## src/rtl/hub75_pkg.sv

```systemverilog
// Shared types, widths and the pixel channel/plane bit extractor for the HUB75 column scanout.
package hub75_pkg;

   localparam int SCAN_RATE_DEF = 32;
   localparam int RGB_RES_DEF   = 9;
   localparam int CH_BITS       = RGB_RES_DEF / 3;
   localparam int ADDR_W        = $clog2(SCAN_RATE_DEF);
   localparam int PLANE_W       = (CH_BITS > 1) ? $clog2(CH_BITS) : 1;
   localparam int PIX_IDX_W     = $clog2(RGB_RES_DEF);

   typedef enum logic [2:0] {
      IDLE,
      FETCH,
      SHIFT_LO,
      SHIFT_HI,
      BLANK,
      LATCH,
      DISPLAY
   } state_t;

   typedef enum logic [1:0] {
      CH_R,
      CH_G,
      CH_B
   } channel_t;

   // Pixels are packed {R,G,B}, so R occupies the top CH_BITS and B the bottom.
   function automatic logic chanBit(input logic [RGB_RES_DEF-1:0] pixel,
                                    input channel_t               channel,
                                    input logic [PLANE_W-1:0]     plane);
      logic [PIX_IDX_W-1:0] idx;
      idx = PIX_IDX_W'((2 - int'(channel)) * CH_BITS + int'(plane));
      return pixel[idx];
   endfunction

endpackage

```

## src/rtl/bcm_on_timer.sv

```systemverilog
// Counts the display on-time of one BCM plane: BASE_ON << plane cycles.
module bcm_on_timer #(
   parameter int BASE_ON   = 16,
   parameter int PLANE_W   = 2,
   parameter int MAX_PLANE = 2
) (
   input  logic               i_clk,
   input  logic               i_rst_n,
   input  logic               i_load,
   input  logic               i_count,
   input  logic [PLANE_W-1:0] i_plane,
   output logic               o_done
);

   localparam int CNT_W = $clog2((BASE_ON << MAX_PLANE) + 1);

   logic [CNT_W-1:0] r_cnt;
   logic [CNT_W-1:0] w_loadVal;

   // Loaded with N-1 so that done is high on the N-th counting cycle.
   assign w_loadVal = (CNT_W'(BASE_ON) << i_plane) - CNT_W'(1);
   assign o_done    = (r_cnt == '0);

   always_ff @(posedge i_clk or negedge i_rst_n) begin
      if (!i_rst_n) begin
         r_cnt <= '0;
      end else if (i_load) begin
         r_cnt <= w_loadVal;
      end else if (i_count && (r_cnt != '0)) begin
         r_cnt <= r_cnt - CNT_W'(1);
      end
   end

endmodule

```

## src/rtl/hub75_column_scanout.sv

```systemverilog
// Fetches a column pair from the frame generator and scans it onto a 1:32 HUB75 panel
// using 3-plane binary-code modulation.
module hub75_column_scanout
   import hub75_pkg::*;
#(
   parameter int SCAN_RATE = SCAN_RATE_DEF,
   parameter int NUM_COLS  = 2 * SCAN_RATE_DEF,
   parameter int NUM_ROWS  = 64,
   parameter int RGB_RES   = RGB_RES_DEF,
   parameter int BASE_ON   = 16
) (
   input  logic                                     clk_in,
   input  logic                                     rst_n_in,
   input  logic                                     enable_in,
   output logic [ADDR_W-1:0]                        column_index1,
   output logic [ADDR_W:0]                          column_index2,
   input  logic [1:0][NUM_ROWS-1:0][RGB_RES-1:0]    columns_in,
   output logic                                     r0_out,
   output logic                                     g0_out,
   output logic                                     b0_out,
   output logic                                     r1_out,
   output logic                                     g1_out,
   output logic                                     b1_out,
   output logic [ADDR_W-1:0]                        addr_out,
   output logic                                     clk_out,
   output logic                                     lat_out,
   output logic                                     oe_n_out,
   output logic                                     frame_done_out
);

   localparam int PIX_W = $clog2(NUM_ROWS);
   localparam logic [ADDR_W:0] L_IDX2_BASE = (ADDR_W + 1)'(NUM_COLS / 2);

   state_t                              r_state;
   state_t                              w_nextState;
   logic [ADDR_W-1:0]                   r_scan;
   logic [ADDR_W:0]                     r_idx2;
   logic [ADDR_W-1:0]                   r_addr;
   logic [PLANE_W-1:0]                  r_plane;
   logic [PIX_W-1:0]                    r_pix;
   logic                                r_frameDone;
   logic [1:0][NUM_ROWS-1:0][RGB_RES-1:0] r_lineBuf;
   logic                                w_lastPix;
   logic                                w_lastPlane;
   logic                                w_lastLine;
   logic                                w_onDone;
   logic                                w_load;
   logic                                w_count;

   assign w_lastPix   = (r_pix == PIX_W'(NUM_ROWS - 1));
   assign w_lastPlane = (r_plane == PLANE_W'(CH_BITS - 1));
   assign w_lastLine  = (r_scan == ADDR_W'(SCAN_RATE - 1));
   assign w_load      = (r_state == LATCH);
   assign w_count     = (r_state == DISPLAY);

   assign column_index1  = r_scan;
   assign column_index2  = r_idx2;
   assign addr_out       = r_addr;
   assign frame_done_out = r_frameDone;

   bcm_on_timer #(
      .BASE_ON   (BASE_ON),
      .PLANE_W   (PLANE_W),
      .MAX_PLANE (CH_BITS - 1)
   ) u_onTimer (
      .i_clk   (clk_in),
      .i_rst_n (rst_n_in),
      .i_load  (w_load),
      .i_count (w_count),
      .i_plane (r_plane),
      .o_done  (w_onDone)
   );

   always_ff @(posedge clk_in or negedge rst_n_in) begin
      if (!rst_n_in) begin
         r_state <= IDLE;
      end else begin
         r_state <= w_nextState;
      end
   end

   always_comb begin
      w_nextState = r_state;
      oe_n_out    = 1'b1;
      clk_out     = 1'b0;
      lat_out     = 1'b0;
      r0_out      = 1'b0;
      g0_out      = 1'b0;
      b0_out      = 1'b0;
      r1_out      = 1'b0;
      g1_out      = 1'b0;
      b1_out      = 1'b0;
      case (r_state)
         IDLE: begin
            if (enable_in) w_nextState = FETCH;
         end
         FETCH: begin
            w_nextState = SHIFT_LO;
         end
         SHIFT_LO, SHIFT_HI: begin
            r0_out  = chanBit(r_lineBuf[0][r_pix], CH_R, r_plane);
            g0_out  = chanBit(r_lineBuf[0][r_pix], CH_G, r_plane);
            b0_out  = chanBit(r_lineBuf[0][r_pix], CH_B, r_plane);
            r1_out  = chanBit(r_lineBuf[1][r_pix], CH_R, r_plane);
            g1_out  = chanBit(r_lineBuf[1][r_pix], CH_G, r_plane);
            b1_out  = chanBit(r_lineBuf[1][r_pix], CH_B, r_plane);
            clk_out = (r_state == SHIFT_HI);
            if (r_state == SHIFT_LO) begin
               w_nextState = SHIFT_HI;
            end else begin
               w_nextState = w_lastPix ? BLANK : SHIFT_LO;
            end
         end
         BLANK: begin
            w_nextState = LATCH;
         end
         LATCH: begin
            lat_out     = 1'b1;
            w_nextState = DISPLAY;
         end
         DISPLAY: begin
            oe_n_out = 1'b0;
            if (w_onDone) begin
               if (!w_lastPlane) begin
                  w_nextState = SHIFT_LO;
               end else if (w_lastLine && !enable_in) begin
                  w_nextState = IDLE;
               end else begin
                  w_nextState = FETCH;
               end
            end
         end
         default: begin
            w_nextState = IDLE;
         end
      endcase
   end

   // Higher planes reuse the buffered line; only the last plane advances the scan line.
   always_ff @(posedge clk_in or negedge rst_n_in) begin
      if (!rst_n_in) begin
         r_scan      <= '0;
         r_idx2      <= '0;
         r_addr      <= '0;
         r_plane     <= '0;
         r_pix       <= '0;
         r_frameDone <= 1'b0;
         r_lineBuf   <= '0;
      end else begin
         r_frameDone <= 1'b0;
         case (r_state)
            IDLE: begin
               r_scan  <= '0;
               r_plane <= '0;
               r_idx2  <= L_IDX2_BASE;
            end
            FETCH: begin
               r_lineBuf <= columns_in;
               r_pix     <= '0;
            end
            SHIFT_HI: begin
               if (!w_lastPix) r_pix <= r_pix + PIX_W'(1);
            end
            BLANK: begin
               r_pix <= '0;
            end
            LATCH: begin
               r_addr <= r_scan;
            end
            DISPLAY: begin
               if (w_onDone) begin
                  if (!w_lastPlane) begin
                     r_plane <= r_plane + PLANE_W'(1);
                  end else begin
                     r_plane <= '0;
                     if (w_lastLine) begin
                        r_scan      <= '0;
                        r_idx2      <= L_IDX2_BASE;
                        r_frameDone <= 1'b1;
                     end else begin
                        r_scan <= r_scan + ADDR_W'(1);
                        r_idx2 <= r_idx2 + (ADDR_W + 1)'(1);
                     end
                  end
               end
            end
            default: begin
            end
         endcase
      end
   end

endmodule

```

## config.mk

```make
export PLATFORM = sky130hd
export DESIGN_NAME = hub75_column_scanout
export DESIGN_NICKNAME = d
export VERILOG_FILES = /design/src/rtl/hub75_pkg.sv /design/src/rtl/bcm_on_timer.sv /design/src/rtl/hub75_column_scanout.sv
export SDC_FILE = /design/constraint.sdc
export NUM_CORES = 2
export LEC_CHECK = 0
export CAP_MARGIN = 5
export CORE_AREA = 3 3 465 467
export DETAILED_ROUTE_END_ITERATION = 16
export DIE_AREA = 0 0 468 470
export GPL_TIMING_DRIVEN = 0
export PLACE_DENSITY_LB_ADDON = 0.25
export REMOVE_ABC_BUFFERS = 1
export SYNTH_ARGS = -nofsm -noshare
export SYNTH_HDL_FRONTEND = slang
export SYNTH_SLANG_ARGS = --single-unit
```

## constraint.sdc

```tcl
create_clock -name clk_in -period 10.7 [get_ports clk_in]
set_input_delay 2.675 -clock clk_in [delete_from_list [all_inputs] [get_ports clk_in]]
set_output_delay 2.675 -clock clk_in [all_outputs]
set_load 0.02 [all_outputs]
```

Word-level counts from Yosys, hierarchy flattened
Index checks and enable logic that the tools add are counted.

operators by class
  add/subtract/negate cells = 8
  magnitude comparators = 4
  equal/unequal tests = 13
  shifts and indexed selects = 1
  muxes and demuxes = 51
  reduce and logical (&&, ||, !) cells = 15

operators with widths
  kind                 count
  $bmux 9 s6           2
  $mux 6               4
  $pmux 6 s2           2
  $mux 1               20
  $mux 9               2
  $pmux 3 s6           1
  $bmux 1 s4           4
  $mux 5               3
  $mux 7               2
  $add 6x1->6 const B  2
  $mux 3               4
  $pmux 5 s2           1
  $eq 3x3->1 const B   3
  $ne 2x2->1 const B   4
  $logic_not 7->1      1
  $lt 6x7->1 const B   1
  $reduce_bool 7->1    1
  $shl 5x2->7 const A  1
  $sub 7x1->7 const B  1
  $sub 7x2->7 const B  1
  $eq 3x2->1 const B   2
  $eq 6x6->1 const B   1
  $mux 2               3
  $reduce_and 2->1     3
  other kinds (18)     23

word-level totals
  flip-flop bits (word level) = 1,187
  bits of input ports = 1,155
  output and inout bits = 26

Logic depth before layout (Yosys ltp)
  word-level depth = 6
  mapped depth = 13
  depth with buffers taken out = 8

By module
Synthesis repeated with hierarchy kept, for this count alone.

unflattened totals
  cells, all modules = 3,480
  area, all modules = 53,885.4 µm²

by module, submodules not included
  module                instances  cells each  area an instance (µm²)  sequential area each (µm²)
  hub75_column_scanout  1          3,440       53,490.1                29,528.3
  bcm_on_timer          1          40          395.4                   175.2

Worst setup path after synthesis
No wires, ideal clock.

  kind = register -> output
  start point = reg r_pix[0]
  end point = out b0_out
  data arrival time = 2.751 ns
  data required time = 8.025 ns
  path slack = 5.274 ns
  cell stages (with the launch flop) = 13
  buffers on the path = 5
  cells stage by stage = dfrtp_1 -> buf_6 -> buf_12 -> buf_12 -> buf_8 -> buf_8 -> mux2i_1 -> a221oi_1 -> o21ai_0 -> a211oi_1 -> o32a_2 -> mux2i_1 -> a2111oi_2

on the way
  cells in the longest elaborated chain, start to end = 5

RTL lines
  item                          line                         source
  from (decl)                   hub75_column_scanout.sv:40   logic [PIX_W-1:0] r_pix;
  from (signal assigned)        hub75_column_scanout.sv:162  if (!w_lastPix) r_pix <= r_pix + PIX_W'(1);
  $bmux 9 s6                    hub75_column_scanout.sv:103  b0_out = chanBit(r_lineBuf[0][r_pix], CH_B, r_plane);
  $mux 9 (not written as such)  hub75_column_scanout.sv:103
  $bmux 1 s2                    hub75_pkg.sv:33              return pixel[idx];
  $mux 1 (not written as such)  hub75_pkg.sv:33
  $mux 1                        hub75_column_scanout.sv:93   case (r_state)
  to (decl)                     hub75_column_scanout.sv:20   output logic b0_out,

Every way passes these cells. The select of a mux whose other input is x is not followed.

Worst setup path in the final report
  start point = reg r_pix[0]
  end point = out g1_out

on the way
  cells in the longest elaborated chain, start to end = 5

RTL lines
  item                          line                         source
  $bmux 9 s6                    hub75_column_scanout.sv:105  g1_out = chanBit(r_lineBuf[1][r_pix], CH_G, r_plane);
  $mux 9                        n/a
  $bmux 1 s4                    hub75_pkg.sv:33
  $mux 1 (not written as such)  hub75_pkg.sv:33
  $mux 1                        hub75_column_scanout.sv:93
  to (decl)                     hub75_column_scanout.sv:22   output logic g1_out,

Every way passes these cells. The select of a mux whose other input is x is not followed.

==> results.txt <==
die area = 220000 um2
IO Count = 1181
Final min period = 9280 ps
Yosys reg bits = 1187
sequential area share after synthesis = 0.550
Reg2Reg Launch Point = r_state[1]
hold_buf cts = 0
Hold Slack = 493 ps
antenna viol nets, final = 0
total global-route track usage = 0.192
mapped cell area = 54000 um2
GRT overflow = 0
FMAX = 108 MHz
# Max-Cap Violations = 0
CP delay by family, top = buffers and inverters
launch point of the worst path = r_pix[0]
first-pass GRT wire length = 300000 um
area share of the leading cell type in the synthesized netlist = 0.550
Cells after DPL = 7364
Die Y-Extent = 470 um
hold_sp = addr_out[4]
Util after Layout = 0.355
final hold violations = 0
Unique masters post-synth = 68
die span in x = 468 um
final worst path period share = 0.867
final WL = 216000 um
fin cells = 7658
ys flop type = dfrtp_1
Worst setup EP type = output port
clk sink count = 1187
CP Max Fanout = 39
data arrival time at the worst-slack endpoint = 6600 ps
Clock Tree Buf Depth = 3
critical path cell sequence = buf_16 -> buf_16 -> buf_16 -> buf_16 -> mux4_2 -> mux2i_1 -> o21ai_0 -> o21a_1 -> nand3_1 -> o221ai_1 -> a221o_1 -> clkdlybuf4s50_1
worst hold path class = reg2reg
Finish-stage setup viols = 0
global placement routability congestion = 0.802
Static Leakage = 31.0 nW
setup_tns = 0 ps
Rel. slew slack = 0.190
WS Path Type = reg2out
RSZ-0062 raised after global routing = false
PostCTS Resize Cnt = 0
fin nets = 5857
Via Count = 35600
Hold Path Sink = addr_out[4]
CTS clock-pin slew for the worst setup and hold paths = 60 ps
Mean Syn Cell Area = 15.6 um2
wire per inst = 28.2 um
slowest CP cell = dfrtp_4
total CTS buffers = 146
Worst path max stage delay = 980 ps
status = completed
synth warn = 0
Gate Count Post-Synth = 3454
depth of the CTS H-tree = 4
top cells by area, synth = dfrtp_1 (55%), mux2_2 (24%), mux4_2 (10%)
vias in the first global route = 38600
R2R setup slack = 6790 ps
PortBufs = 1180
Starting Density = 0.255
Yosys top cell by area = dfrtp_1
Layout Skew = 16.6 ps
HPWL Detailed = 167000 um
vias per cell = 4.65
count of TritonRoute iterations in the first routing pass = 7
top-count cell post-synth = dfrtp_1
CP bufs+invs = 5
largest net degree at the start of global routing = 167
Post-synth EDFFs = 0
crit path launch type = flop
clk root buf = clkbuf_16
fraction of layout cells with a size suffix above 1 = 0.378
ys async rst share = 1.00
Site Rows = 169
drt drc = 0
measured slew at the worst slew-check pin = 1200 ps
Post-synth top cells = dfrtp_1 (1187), mux2_2 (1159), mux4_2 (251), clkbuf_1 (162), mux2i_1 (126)
antenna violations before repair = 126
postcts setup bufs = 0
clk_lat worst skew = 770 ps
Area Overhead vs Synth = 39.4%
worst vdd ir = 0.159 mV
cells on worst reg2reg path = 15
Cell Pwr Density = 223 nW/um2
Worst path most repeated cell = buf_16
Worst EP required = 8030 ps
Final Max Slew Viols = 0
CORE AREA = 212000 um2
RR Endpoint = r_lineBuf[842]
First DRT Iteration DRCs = 1678
WHS Path Cells = 2
CTS tree = yes
-- logic make-up after synthesis --
| logic type | after synthesis | share of synthesized area |
|---|---|---|
| buffers and inverters | 259 | 0.0246 |
| adder cells (fa/ha/maj) | 11 | 0.00255 |
| multiplexers | 1539 | 0.371 |
| XOR/XNOR | 11 | 0.00178 |
| AO/OA/AOI/OAI | 224 | 0.0295 |
| flip-flops | 1187 | 0.550 |
| AND/OR/NAND/NOR | 223 | 0.0199 |
-- how the worst max path moves through the flow --
stage,endpoint,slack [ps],depth (start not counted)
2_1_floorplan,r_lineBuf[0],-81020,2
3_3_place_gp,r_lineBuf[1022],-129810,2
3_5_place_dp,g1_out,1960,12
4_1_cts,g1_out,1100,12
5_1_grt,g1_out,1060,12
6_report,g1_out,1420,12
-- routing by layer --
layer	up-vias	global-route usage	routed length, um
met5	-	0	862
met4	134	0.0447	4690
met3	369	0.0722	18500
met2	1114	0.332	108000
met1	18500	0.225	84300
li1	15500	-	-
-- state kept, by name (all words and copies together), names as in the netlist --
| register | count |
|---|---|
| addr_out | 5 |
| column_index1 | 5 |
| column_index2 | 6 |
| frame_done_out | 1 |
| r_lineBuf | 1152 |
| r_pix | 6 |
| r_plane | 2 |
| r_state | 3 |
| u_onTimer.r_cnt | 7 |
-- power breakdown --
group,internal (mW),switching (mW),leakage [nW]
logic,2.95,2.90,13.9
clock network,2.89,2.03,2.34
registers,5.35,0.690,14.7
total,11.2,5.62,31.0
-- worst register-to-register path, delay by kind of cell, from the launching register on --
kind	cells	cell delay, ps
and+or+nand+nor	1	490
muxes	1	350
buffers and inverters	13	2430
DFF	1	540
-- through the flow --
stage               total power, mW  cell area [um2]  setup WS (ps)
finish                         16.8            75300           1420
global route                   17.7            75200           1060
CTS                            17.3            75200           1100
detailed placement             12.2            70400           1960
global placement               13.1            68000        -129810
floorplan                      10.2            52700         -81020
-- cell type report --
class,instances,area (um2)
well taps,2821,3530
repair buffers,1333,14100
inverters,15,61.3
diodes,31,77.6
multi-input cells,2008,23000
flip-flops and latches,1187,29700
clock inverters,33,328
clock buffers,230,4420
fillers,20500,137000
-- placed cells by master, fill, tap and decap left out, drive strengths merged, types with 19 or more instances in the layout --
master         instances
nand2                 78
clkinv                25
dfrtp               1187
nor3                  19
inv                   19
o21ai                 39
mux4                 254
mux2i                126
diode                 31
mux2                1159
clkdlybuf4s50       1179
a221oi                22
buf                  154
nor2                  39
a22oi                 44
a21oi                 31
clkbuf               230
Note: power is estimated with default switching activity, not from simulation.
